### src/rtl/mul_div_unit_pkg.sv
// Shared CPU definitions: ALU opcodes, HI/LO unit op codes and FSM states.
// Imported by the EX stage and the multiply/divide unit.
package mul_div_unit_pkg;

    typedef enum logic [3:0] {
        ALU_ADD,
        ALU_SUB,
        ALU_AND,
        ALU_OR,
        ALU_XOR,
        ALU_NOR,
        ALU_SLT,
        ALU_SLTU,
        ALU_SLL,
        ALU_SRL,
        ALU_SRA,
        ALU_LUI
    } aluOp_e;

    localparam logic [2:0] MD_MULT  = 3'd0;
    localparam logic [2:0] MD_MULTU = 3'd1;
    localparam logic [2:0] MD_DIV   = 3'd2;
    localparam logic [2:0] MD_DIVU  = 3'd3;
    localparam logic [2:0] MD_MTHI  = 3'd4;
    localparam logic [2:0] MD_MTLO  = 3'd5;

    typedef enum logic [1:0] {
        ST_IDLE  = 2'd0,
        ST_RUN   = 2'd1,
        ST_FIXUP = 2'd2
    } mdState_e;

endpackage

### src/rtl/mul_div_unit_if.sv
// EX-stage <-> multiply/divide unit bundle.
// master = EX stage, slave = HI/LO unit.
interface mul_div_unit_if #(
    parameter int WIDTH = 32,
    parameter int OPW   = 3
);
    logic             start;
    logic [OPW-1:0]   op;
    logic [WIDTH-1:0] operand_a;
    logic [WIDTH-1:0] operand_b;
    logic             flush;
    logic             mf_req;
    logic             busy;
    logic             stall;
    logic             done;
    logic [WIDTH-1:0] hi;
    logic [WIDTH-1:0] lo;

    modport master (
        output start, op, operand_a, operand_b, flush, mf_req,
        input  busy, stall, done, hi, lo
    );

    modport slave (
        input  start, op, operand_a, operand_b, flush, mf_req,
        output busy, stall, done, hi, lo
    );
endinterface

### src/rtl/mul_div_datapath.sv
// One radix-2 step: shift-add multiply or restoring shift-subtract divide.
// Multiply keeps the multiplier in accLo; divide keeps the dividend there.
module mul_div_datapath #(
    parameter int WIDTH = 32
) (
    input  logic             isDiv,
    input  logic [WIDTH-1:0] accHi,
    input  logic [WIDTH-1:0] accLo,
    input  logic [WIDTH-1:0] opnd,
    output logic [WIDTH-1:0] stepHi,
    output logic [WIDTH-1:0] stepLo
);
    logic [WIDTH:0]   sum;
    logic [WIDTH:0]   shifted;
    logic [WIDTH-1:0] diffLo;
    logic             fits;

    always_comb begin
        sum     = {1'b0, accHi} + (accLo[0] ? {1'b0, opnd} : '0);
        shifted = {accHi, accLo[WIDTH-1]};
        fits    = shifted[WIDTH] || (shifted[WIDTH-1:0] >= opnd);
        // When the divisor fits, the true difference is below 2^WIDTH.
        diffLo  = shifted[WIDTH-1:0] - opnd;
        stepHi  = sum[WIDTH:1];
        stepLo  = {sum[0], accLo[WIDTH-1:1]};
        unique case (1'b1)
            isDiv && fits: begin
                stepHi = diffLo;
                stepLo = {accLo[WIDTH-2:0], 1'b1};
            end
            isDiv && !fits: begin
                stepHi = shifted[WIDTH-1:0];
                stepLo = {accLo[WIDTH-2:0], 1'b0};
            end
            default: ;
        endcase
    end
endmodule

### src/rtl/mul_div_unit.sv
// Iterative MULT/MULTU/DIV/DIVU unit with architectural HI/LO registers.
// Works on magnitudes for WIDTH cycles, then applies signs in FIXUP.
module mul_div_unit
    import mul_div_unit_pkg::*;
#(
    parameter int WIDTH = 32,
    parameter int OPW   = 3
) (
    input logic           clock,
    input logic           reset,
    mul_div_unit_if.slave md
);
    localparam int CW = $clog2(WIDTH + 1);

    mdState_e         state;
    mdState_e         stateNext;
    logic [CW-1:0]    cnt;
    logic [WIDTH-1:0] accHi;
    logic [WIDTH-1:0] accLo;
    logic [WIDTH-1:0] opnd;
    logic             isDiv;
    logic             negLo;
    logic             negHi;
    logic             divZero;
    logic [WIDTH-1:0] hiReg;
    logic [WIDTH-1:0] loReg;
    logic             busyReg;
    logic             doneReg;

    logic             isMdOp;
    logic             isDivOp;
    logic             signedOp;
    logic             aNeg;
    logic             bNeg;
    logic [WIDTH-1:0] magA;
    logic [WIDTH-1:0] magB;
    logic [WIDTH-1:0] stepHi;
    logic [WIDTH-1:0] stepLo;
    logic [2*WIDTH-1:0] prod;
    logic [WIDTH-1:0] fixHi;
    logic [WIDTH-1:0] fixLo;

    assign isMdOp   = md.op <= OPW'(MD_DIVU);
    assign isDivOp  = (md.op == OPW'(MD_DIV)) || (md.op == OPW'(MD_DIVU));
    assign signedOp = (md.op == OPW'(MD_MULT)) || (md.op == OPW'(MD_DIV));
    assign aNeg     = signedOp && md.operand_a[WIDTH-1];
    assign bNeg     = signedOp && md.operand_b[WIDTH-1];
    assign magA     = aNeg ? -md.operand_a : md.operand_a;
    assign magB     = bNeg ? -md.operand_b : md.operand_b;

    mul_div_datapath #(.WIDTH(WIDTH)) u_datapath (
        .isDiv  (isDiv),
        .accHi  (accHi),
        .accLo  (accLo),
        .opnd   (opnd),
        .stepHi (stepHi),
        .stepLo (stepLo)
    );

    always_comb begin
        prod  = {accHi, accLo};
        fixHi = accHi;
        fixLo = accLo;
        if (!isDiv) begin
            if (negLo) prod = -prod;
            {fixHi, fixLo} = prod;
        end else begin
            fixLo = divZero ? '1 : (negLo ? -accLo : accLo);
            fixHi = negHi ? -accHi : accHi;
        end
    end

    always_comb begin
        stateNext = state;
        if (md.flush) begin
            stateNext = ST_IDLE;
        end else begin
            unique case (state)
                ST_IDLE:  if (md.start && isMdOp) stateNext = ST_RUN;
                ST_RUN:   if (cnt == CW'(1)) stateNext = ST_FIXUP;
                ST_FIXUP: stateNext = ST_IDLE;
                default:  stateNext = ST_IDLE;
            endcase
        end
    end

    always_ff @(posedge clock or posedge reset) begin
        if (reset) state <= ST_IDLE;
        else       state <= stateNext;
    end

    always_ff @(posedge clock or posedge reset) begin
        if (reset) begin
            cnt     <= '0;
            accHi   <= '0;
            accLo   <= '0;
            opnd    <= '0;
            isDiv   <= 1'b0;
            negLo   <= 1'b0;
            negHi   <= 1'b0;
            divZero <= 1'b0;
            hiReg   <= '0;
            loReg   <= '0;
            busyReg <= 1'b0;
            doneReg <= 1'b0;
        end else begin
            busyReg <= stateNext != ST_IDLE;
            doneReg <= 1'b0;
            if (!md.flush) begin
                unique case (state)
                    ST_IDLE: begin
                        if (md.start && isMdOp) begin
                            cnt     <= CW'(WIDTH);
                            accHi   <= '0;
                            accLo   <= magA;
                            opnd    <= magB;
                            isDiv   <= isDivOp;
                            negLo   <= aNeg ^ bNeg;
                            negHi   <= aNeg;
                            divZero <= md.operand_b == '0;
                        end else if (md.start && md.op == OPW'(MD_MTHI)) begin
                            hiReg <= md.operand_a;
                        end else if (md.start && md.op == OPW'(MD_MTLO)) begin
                            loReg <= md.operand_a;
                        end
                    end
                    ST_RUN: begin
                        accHi <= stepHi;
                        accLo <= stepLo;
                        cnt   <= cnt - CW'(1);
                    end
                    ST_FIXUP: begin
                        hiReg   <= fixHi;
                        loReg   <= fixLo;
                        doneReg <= 1'b1;
                    end
                    default: ;
                endcase
            end
        end
    end

    // MFHI/MFLO must wait for an operation in flight or being launched now.
    assign md.stall = !reset && md.mf_req && (busyReg || (md.start && isMdOp));
    assign md.busy  = busyReg;
    assign md.done  = doneReg;
    assign md.hi    = hiReg;
    assign md.lo    = loReg;

endmodule
### src/flat_wrapper.sv
// flat-port wrapper written by rule: the top's interface ports become plain ports
module mul_div_unit_flat import mul_div_unit_pkg::*;
#(
    parameter int WIDTH = 32,
    parameter int OPW   = 3
)
  (clock, reset, md_start, md_op, md_operand_a, md_operand_b, md_flush, md_mf_req, md_busy, md_stall, md_done, md_hi, md_lo);
  mul_div_unit_if #(.WIDTH(WIDTH), .OPW(OPW)) md_i ();
  input logic clock;
  input logic reset;
  input wire logic [$bits(md_i.start)-1:0] md_start;
  input wire logic [$bits(md_i.op)-1:0] md_op;
  input wire logic [$bits(md_i.operand_a)-1:0] md_operand_a;
  input wire logic [$bits(md_i.operand_b)-1:0] md_operand_b;
  input wire logic [$bits(md_i.flush)-1:0] md_flush;
  input wire logic [$bits(md_i.mf_req)-1:0] md_mf_req;
  output wire logic [$bits(md_i.busy)-1:0] md_busy;
  output wire logic [$bits(md_i.stall)-1:0] md_stall;
  output wire logic [$bits(md_i.done)-1:0] md_done;
  output wire logic [$bits(md_i.hi)-1:0] md_hi;
  output wire logic [$bits(md_i.lo)-1:0] md_lo;
  assign md_i.start = md_start;
  assign md_i.op = md_op;
  assign md_i.operand_a = md_operand_a;
  assign md_i.operand_b = md_operand_b;
  assign md_i.flush = md_flush;
  assign md_i.mf_req = md_mf_req;
  assign md_busy = md_i.busy;
  assign md_stall = md_i.stall;
  assign md_done = md_i.done;
  assign md_hi = md_i.hi;
  assign md_lo = md_i.lo;
  mul_div_unit #(.WIDTH(WIDTH), .OPW(OPW)) u_core (.clock(clock), .reset(reset), .md(md_i));
endmodule
### config.mk
export PLATFORM = sky130hd
export DESIGN_NAME = mul_div_unit_flat
export DESIGN_NICKNAME = d
export VERILOG_FILES = /design/src/rtl/mul_div_unit_pkg.sv /design/src/rtl/mul_div_unit_if.sv /design/src/rtl/mul_div_datapath.sv /design/src/rtl/mul_div_unit.sv /design/src/flat_wrapper.sv
export SDC_FILE = /design/constraint.sdc
export NUM_CORES = 1
export LEC_CHECK = 0
export CAP_MARGIN = 20
export CORE_MARGIN = 10
export CORE_UTILIZATION = 50
export CTS_BUF_LIST = sky130_fd_sc_hd__clkbuf_8 sky130_fd_sc_hd__clkbuf_16
export CTS_CLUSTER_SIZE = 10
export DETAILED_ROUTE_END_ITERATION = 8
export GPL_ROUTABILITY_DRIVEN = 0
export GPL_TIMING_DRIVEN = 1
export HOLD_SLACK_MARGIN = 0.12
export PLACE_DENSITY_LB_ADDON = 0.15
export SLEW_MARGIN = 30
export SYNTH_ARGS = -nofsm -noshare
export SYNTH_HDL_FRONTEND = slang
export SYNTH_SLANG_ARGS = --single-unit
### constraint.sdc
create_clock -name clock -period 5.5 [get_ports clock]
set_input_delay 1.1 -clock clock [delete_from_list [all_inputs] [get_ports clock]]
set_output_delay 1.1 -clock clock [all_outputs]
set_load 0.01 [all_outputs]
==> results of run 1 <==
[worst max-delay path by stage]
stage | endpoint | slack (ns)
6_report | u_core.accHi[22] | 1.40
5_1_grt | u_core.accHi[3] | 1.19
4_1_cts | u_core.accHi[22] | 1.43
3_5_place_dp | u_core.opnd[25] | 1.16
3_3_place_gp | u_core.opnd[25] | 1.19
2_1_floorplan | u_core.accHi[0] | 2.18
[through the flow]
step	total power, mW	hold WS [ns]	util	setup WS (ns)
finish	7.69	0.478	0.592	1.40
floorplan	5.09	0.450	-	2.18
detailed placement	6.44	0.469	0.571	1.16
CTS	7.63	0.486	0.591	1.43
global route	8.24	0.496	0.592	1.19
global placement	6.36	0.460	0.571	1.19
[power by group]
| group | internal (mW) | switching [mW] |
|---|---|---|
| Clock | 0.594 | 0.588 |
| Sequential | 1.67 | 0.609 |
| Combinational | 1.85 | 2.39 |
[layout make-up]
| cell class | instances | area, µm² |
|---|---|---|
| repair buffers | 163 | 1610 |
| fillers | 2583 | 11400 |
| multi-input cells | 1483 | 9250 |
| well taps | 378 | 473 |
| clock inverters | 14 | 125 |
| flip-flops and latches | 174 | 4360 |
| clock buffers | 17 | 425 |
| inverters | 75 | 285 |
[registers in the layout, summed over array words and instances (netlist names), 2 cells and up]
signal and flops:
u_core.accHi 32, u_core.accLo 32, u_core.md.lo 32, u_core.opnd 32
u_core.state 2, u_core.cnt 6, u_core.md.hi 32
[worst max-delay path, cell delays in order (launching register included)]
cell and delay (ns):
dfrtp_1 0.49, inv_1 0.10, ha_1 0.16, inv_1 0.06, fa_1 0.44, a211oi_1 0.39, o211ai_1 0.19, and2_1 0.20
a311o_1 0.40, a2111oi_0 0.78, o41ai_1 0.21, xnor2_1 0.22, o211ai_1 0.11, a22o_1 0.23
[metal layers]
layer  global-route usage  vias up  routed length, µm
met5                    0        -                  0
li1                     -     6725                  -
met3               0.0316      105               3260
met2                0.385      662              19600
met4                0.128        0               2110
met1                0.338     6487              20700
[cell families after synthesis]
kind of cell | Yosys count | share of synthesized area
AOI/OAI and AO/OA | 593 | 0.252
xor gates and xnor gates | 171 | 0.105
adders and majority gates | 72 | 0.0643
buffers and inverters | 176 | 0.0475
DFF | 174 | 0.306
muxes | 43 | 0.0305
and+or+nand+nor | 604 | 0.195
[Yosys cell counts (4+ instances only)]
| cell | instances | area share |
|---|---|---|
| a32o_1 | 7 | 0.0049 |
| o211ai_1 | 17 | 0.0090 |
| o41ai_1 | 12 | 0.0074 |
| clkbuf_1 | 87 | 0.023 |
| ha_1 | 70 | 0.062 |
| a21o_1 | 35 | 0.018 |
| o22ai_1 | 29 | 0.013 |
| nor3_1 | 42 | 0.015 |
| xnor2_1 | 92 | 0.057 |
| o31a_1 | 5 | 0.0031 |
| o31ai_1 | 22 | 0.012 |
| or2_2 | 4 | 0.0018 |
| nor2_1 | 140 | 0.037 |
| and2_1 | 9 | 0.0040 |
| dfrtp_1 | 174 | 0.31 |
| nand2_1 | 255 | 0.067 |
| mux2i_1 | 40 | 0.028 |
| buf_1 | 11 | 0.0029 |
| nand4_1 | 9 | 0.0040 |
| or3_1 | 11 | 0.0048 |
| and3_1 | 14 | 0.0062 |
| a31oi_1 | 39 | 0.017 |
| o21a_1 | 10 | 0.0053 |
| or4_1 | 9 | 0.0047 |
| nand3b_1 | 5 | 0.0026 |
| a21oi_1 | 122 | 0.043 |
| a22o_1 | 9 | 0.0055 |
| nor2b_1 | 12 | 0.0053 |
| nand2b_1 | 13 | 0.0057 |
| a211oi_1 | 21 | 0.011 |
| a211o_1 | 6 | 0.0037 |
| nor4_1 | 22 | 0.0097 |
| o21bai_1 | 9 | 0.0047 |
| nand3_1 | 39 | 0.014 |
| xor2_1 | 79 | 0.049 |
| inv_1 | 74 | 0.020 |
| o21ai_0 | 227 | 0.080 |
[cell usage in the layout, fill, tap and decap left out, drive strengths merged, types with 21 or more instances in the layout]
master / instances
a31oi: 39
a211oi: 21
nor4: 23
buf: 25
inv: 81
clkdlybuf4s50: 138
nand2: 255
ha: 70
dfrtp: 174
xor2: 79
o21ai: 230
o22ai: 29
a21o: 35
mux2i: 40
nor3: 42
nor2: 140
xnor2: 92
a21oi: 122
nand3: 39
o31ai: 23
==> reports/qor.yml, run 1 <==
floorplanning:
  rows: 61
  die_h_um: 189
  die-area_um2: 35600
  ios: 139
  die_w_um: 189
  start_util: 0.510
  fp.coreArea_um2: 27900
min_path:
  hp-class: "reg2reg"
  holdPathEnd: "u_core.md.lo[6]"
  worstHoldStart: "u_core.md.lo[6]"
  min_path_cells: 1
cts:
  ctsHoldBuffers: 0
  clk_pin_slew_ns: 0.07
  cts.sinks: 174
  htreeDepth: 4
  post_cts_resized: 0
  cts_buffer_depth: 2
  cts_buffers: 17
  post_cts_buffers: 0
  cts_root_buf: "clkbuf_16"
  clk_latency_ns: 0.44
  cts_tree: "built"
synth:
  synthCells: 1833
  ys_warn_count: 0
  synth_ff_type: "dfrtp_1"
  synth-seq-cells: 174
  synth_edf_count: 0
  synth_area_per_cell_um2: 7.77
  synth-async-reset-ratio: 1.00
  ys_seq_area_frac: 0.306
  syn_nets: 1977
  synth_area_um2: 14200
  synth_cell_types: 69
job:
  drv_cap: 0
timing:
  period_needed_ns: 4.10
  timing_worst_slew_pin_value_ns: 0.892
  max_slew_margin: 0.405
  fmax_mhz: 244
  hold_viol: 0
  fin_skew_ns: 0.0148
  setup_viol: 0
  rsz0062_at_grt: "no"
  finalSetupTns_ns: 0
  finalCritPeriodShare: 0.745
  final-max-slew-violation-count: 0
route:
  vias: 14000
  drc: 0
  totalWireLength_um: 45700
  dr.pass1.iters: 6
  antenna_left: 0
  drt_iter0_drc: 1387
  vias_per_cell: 6.07
  wl_per_cell_um: 19.8
setup_path:
  reg2regPathDepth: 13
  rr_endpoint: "u_core.accHi[22]"
  cp-end-kind: "register"
  arrival_ns: 4.42
  worstPathMaxFanout: 6
  required_ns: 5.83
  rrSetupSlack_ns: 1.40
  r2r-start: "u_core.accLo[31]"
  worstSetupPathType: "reg2reg"
  start_kind: "register"
  worstSetupStartpoint: "u_core.accLo[31]"
cells_and_area:
  fin_area_um2: 16500
  final_nets: 2058
  syn_to_final_growth_pct: 16.0
  num_antenna_cells: 0
  stdcell_count: 2304
  drive_above_1_share: 0.0421
global_route:
  grt_use_total: 0.250
  antenna_found_initial: 0
  grt_pass1_wl_um: 72100
  grt_max_degree: 175
  grt_pass1_vias: 13200
  overflow: 0
outcome:
  status: "finished, final reports clean"
placed_design:
  hpwlAfterDp_um: 34500
  dp_cells: 2272
  port-buffer-count: 138
  placed_area_um2: 15900
power_and_ir_drop:
  cellPowerDensity_nw_per_um2: 466
  ir_drop_mv: 0.210
  power.leakage_nw: 7.22
Note: power is estimated with default switching activity, not from simulation.
==> run 2, diff against run 1 <==
==> constraint.sdc (replaced) <==
create_clock -name clock -period 3.4 [get_ports clock]
set_input_delay 0.68 -clock clock [delete_from_list [all_inputs] [get_ports clock]]
set_output_delay 0.68 -clock clock [all_outputs]
set_load 0.01 [all_outputs]
==> run 2 against run 1 <==
  * Worst hold slack better by 0.0020 ns
  * Maximum frequency up 26%
  * Die area unchanged
  * Global-route usage up 2.0 points
  * Total power up 73%
  * Core utilization up 3.4 points
  * Wire length up 8.3%
  * Flip-flop and latch count unchanged
  * Combinational power up 83%
  * First-iteration DRC count up 5.9%
  * Count of clock-buffer cells in the layout up 1
  * Final cell count up 4.4%
  * Critical path type unchanged
  * Critical endpoint unchanged
  * Largest cell class unchanged
==> reports/qor.yml, run 2 (synthesis gave the netlist of run 1 again) <==
outcome:
  status: "finished, final reports clean"
route:
  drt_iter0_drc: 1469
  totalWireLength_um: 49500
  vias_per_cell: 6.16
  dr.pass1.iters: 5
  vias: 14800
  drc: 0
  wl_per_cell_um: 20.6
  antenna_left: 0
timing:
  fmax_mhz: 307
  setup_viol: 0
  rsz0062_at_grt: "no"
  max_slew_margin: 0.356
  timing_worst_slew_pin_value_ns: 0.966
  hold_viol: 0
  period_needed_ns: 3.26
  finalCritPeriodShare: 0.958
  fin_skew_ns: 0.0210
  final-max-slew-violation-count: 0
  setup_ws_ns: 0.144
global_route:
  antenna_found_initial: 0
  grt_max_degree: 126
  grt_pass1_wl_um: 77700
  grt_use_total: 0.270
  grt_pass1_vias: 14200
  overflow: 0
cts:
  cts_root_buf: "clkbuf_16"
  cts_buffer_depth: 2
  cts.sinks: 174
  clk_pin_slew_ns: 0.08
  clk_latency_ns: 0.45
  ctsHoldBuffers: 0
  cts_tree: "built"
  htreeDepth: 4
  cts_buffers: 17
setup_path:
  worstSetupPathType: "reg2reg"
  cp_slowest_cell: "dfrtp_1"
  required_ns: 3.73
  arrival_ns: 3.58
  cp-end-kind: "register"
  worstPathMaxFanout: 3
  start_kind: "register"
  critPathMaxStageDelay_ns: 0.39
  crit_chain: "inv_1 > ha_1 > inv_1 > fa_1 > a211oi_2 > o211ai_1 > and2_1 > a311o_1 > a2111oi_4 > buf_4 > o41ai_1 > xnor2_1 > o211ai_1 > a22o_1"
job:
  drv_cap: 0
cells_and_area:
  final_nets: 2158
  syn_to_final_growth_pct: 22.7
  fin_area_um2: 17500
  stdcell_count: 2405
  final_core_util: 0.625
  drive_above_1_share: 0.0942
  final_common_cell: "nand2_1"
  num_antenna_cells: 0
  final_cell_mix: "nand2_1, o21ai_0, dfrtp_1"
placed_design:
  dpl_worst_slack_ns: -0.0785
  hpwlAfterDp_um: 37100
  port-buffer-count: 138
  dp_cells: 2370
  placed_area_um2: 16800
floorplanning:
  start_util: 0.510
  rows: 61
  die-area_um2: 35600
  ios: 139
  die_h_um: 189
  fp.coreArea_um2: 27900
  die_w_um: 189
power_and_ir_drop:
  power.leakage_nw: 7.82
  design_power_total_mw: 13.3
  ir_drop_mv: 0.441
  cellPowerDensity_nw_per_um2: 761
min_path:
  hp-class: "reg2reg"
==> run 2: changes by cell type in the layout (fill, tap and decap cells not counted), moves of 2 or more <==
cell        delta
o31ai_1        -2
a211oi_2       +2
bufinv_16      +2
buf_4         +95
clkinvlp_4     -3
o31ai_2        +2
a2111oi_0      -2
inv_8          -2
buf_12         +6
a211oi_1       -2
==> run 2: critical path, delay by kind of cell, from the launching register on <==
kind | cells | cell delay [ns]
compound gates | 7 | 1.54
fa+ha+maj | 2 | 0.55
flops | 1 | 0.39
buf+inv | 3 | 0.29
simple gates | 1 | 0.20
xor+xnor | 1 | 0.17
==> run 2: report_power, final <==
group / switching [mW] / internal [mW] / total, mW
Combinational: 4.31 / 3.42 / 7.74
Clock: 1.00 / 1.14 / 2.14
Sequential: 0.720 / 2.70 / 3.42
Total: 6.04 / 7.26 / 13.3
==> run 2: metrics by stage <==
stage                     hold WS, ns  TNS, ns
after detailed placement        0.469  -0.0785
after global routing            0.505        0
after CTS                       0.487        0
after global placement          0.461   -0.534
after floorplan                 0.450        0
final                           0.480        0
==> run 2: routing by layer <==
| metal | track usage | wire (µm) |
|---|---|---|
| met3 | 0.0445 | 4020 |
| met5 | 0 | 0 |
| met1 | 0.353 | 21200 |
| met4 | 0.127 | 2280 |
| met2 | 0.426 | 22000 |
==> run 2: path summary, 6_finish.rpt <==
path                                  start          endpoint  slack (ns)  depth (start not counted)
max                        u_core.accLo[31]  u_core.accHi[22]        0.14                         14
min                        u_core.md.lo[17]  u_core.md.lo[17]        0.48                          2
max reg2reg                u_core.accLo[31]  u_core.accHi[22]        0.14                         14
min reg2reg                u_core.md.lo[17]  u_core.md.lo[17]        0.48                          2
max in group asynchronous             reset   u_core.md.hi[5]        2.00                          3
min in group asynchronous             reset  u_core.accHi[28]        0.78                          3
==> run 2: repair_timing <==
item                                    in CTS  in global routing
resized for setup                            3                 11
endpoints found under the setup margin       1                 14
endpoints found under the hold margin        0                  0
setup buffers                                0                  3
cloned                                       0                  0
pin swaps                                    0                  5
==> run 2: area by class of cell <==
type,instances,area (µm²)
sequential,174,4360
fill,2528,10500
clock inverter,14,174
tap,378,473
timing repair buffer,263,2420
clock buffer,18,439
multi-input combinational,1483,9320
inverter,75,285
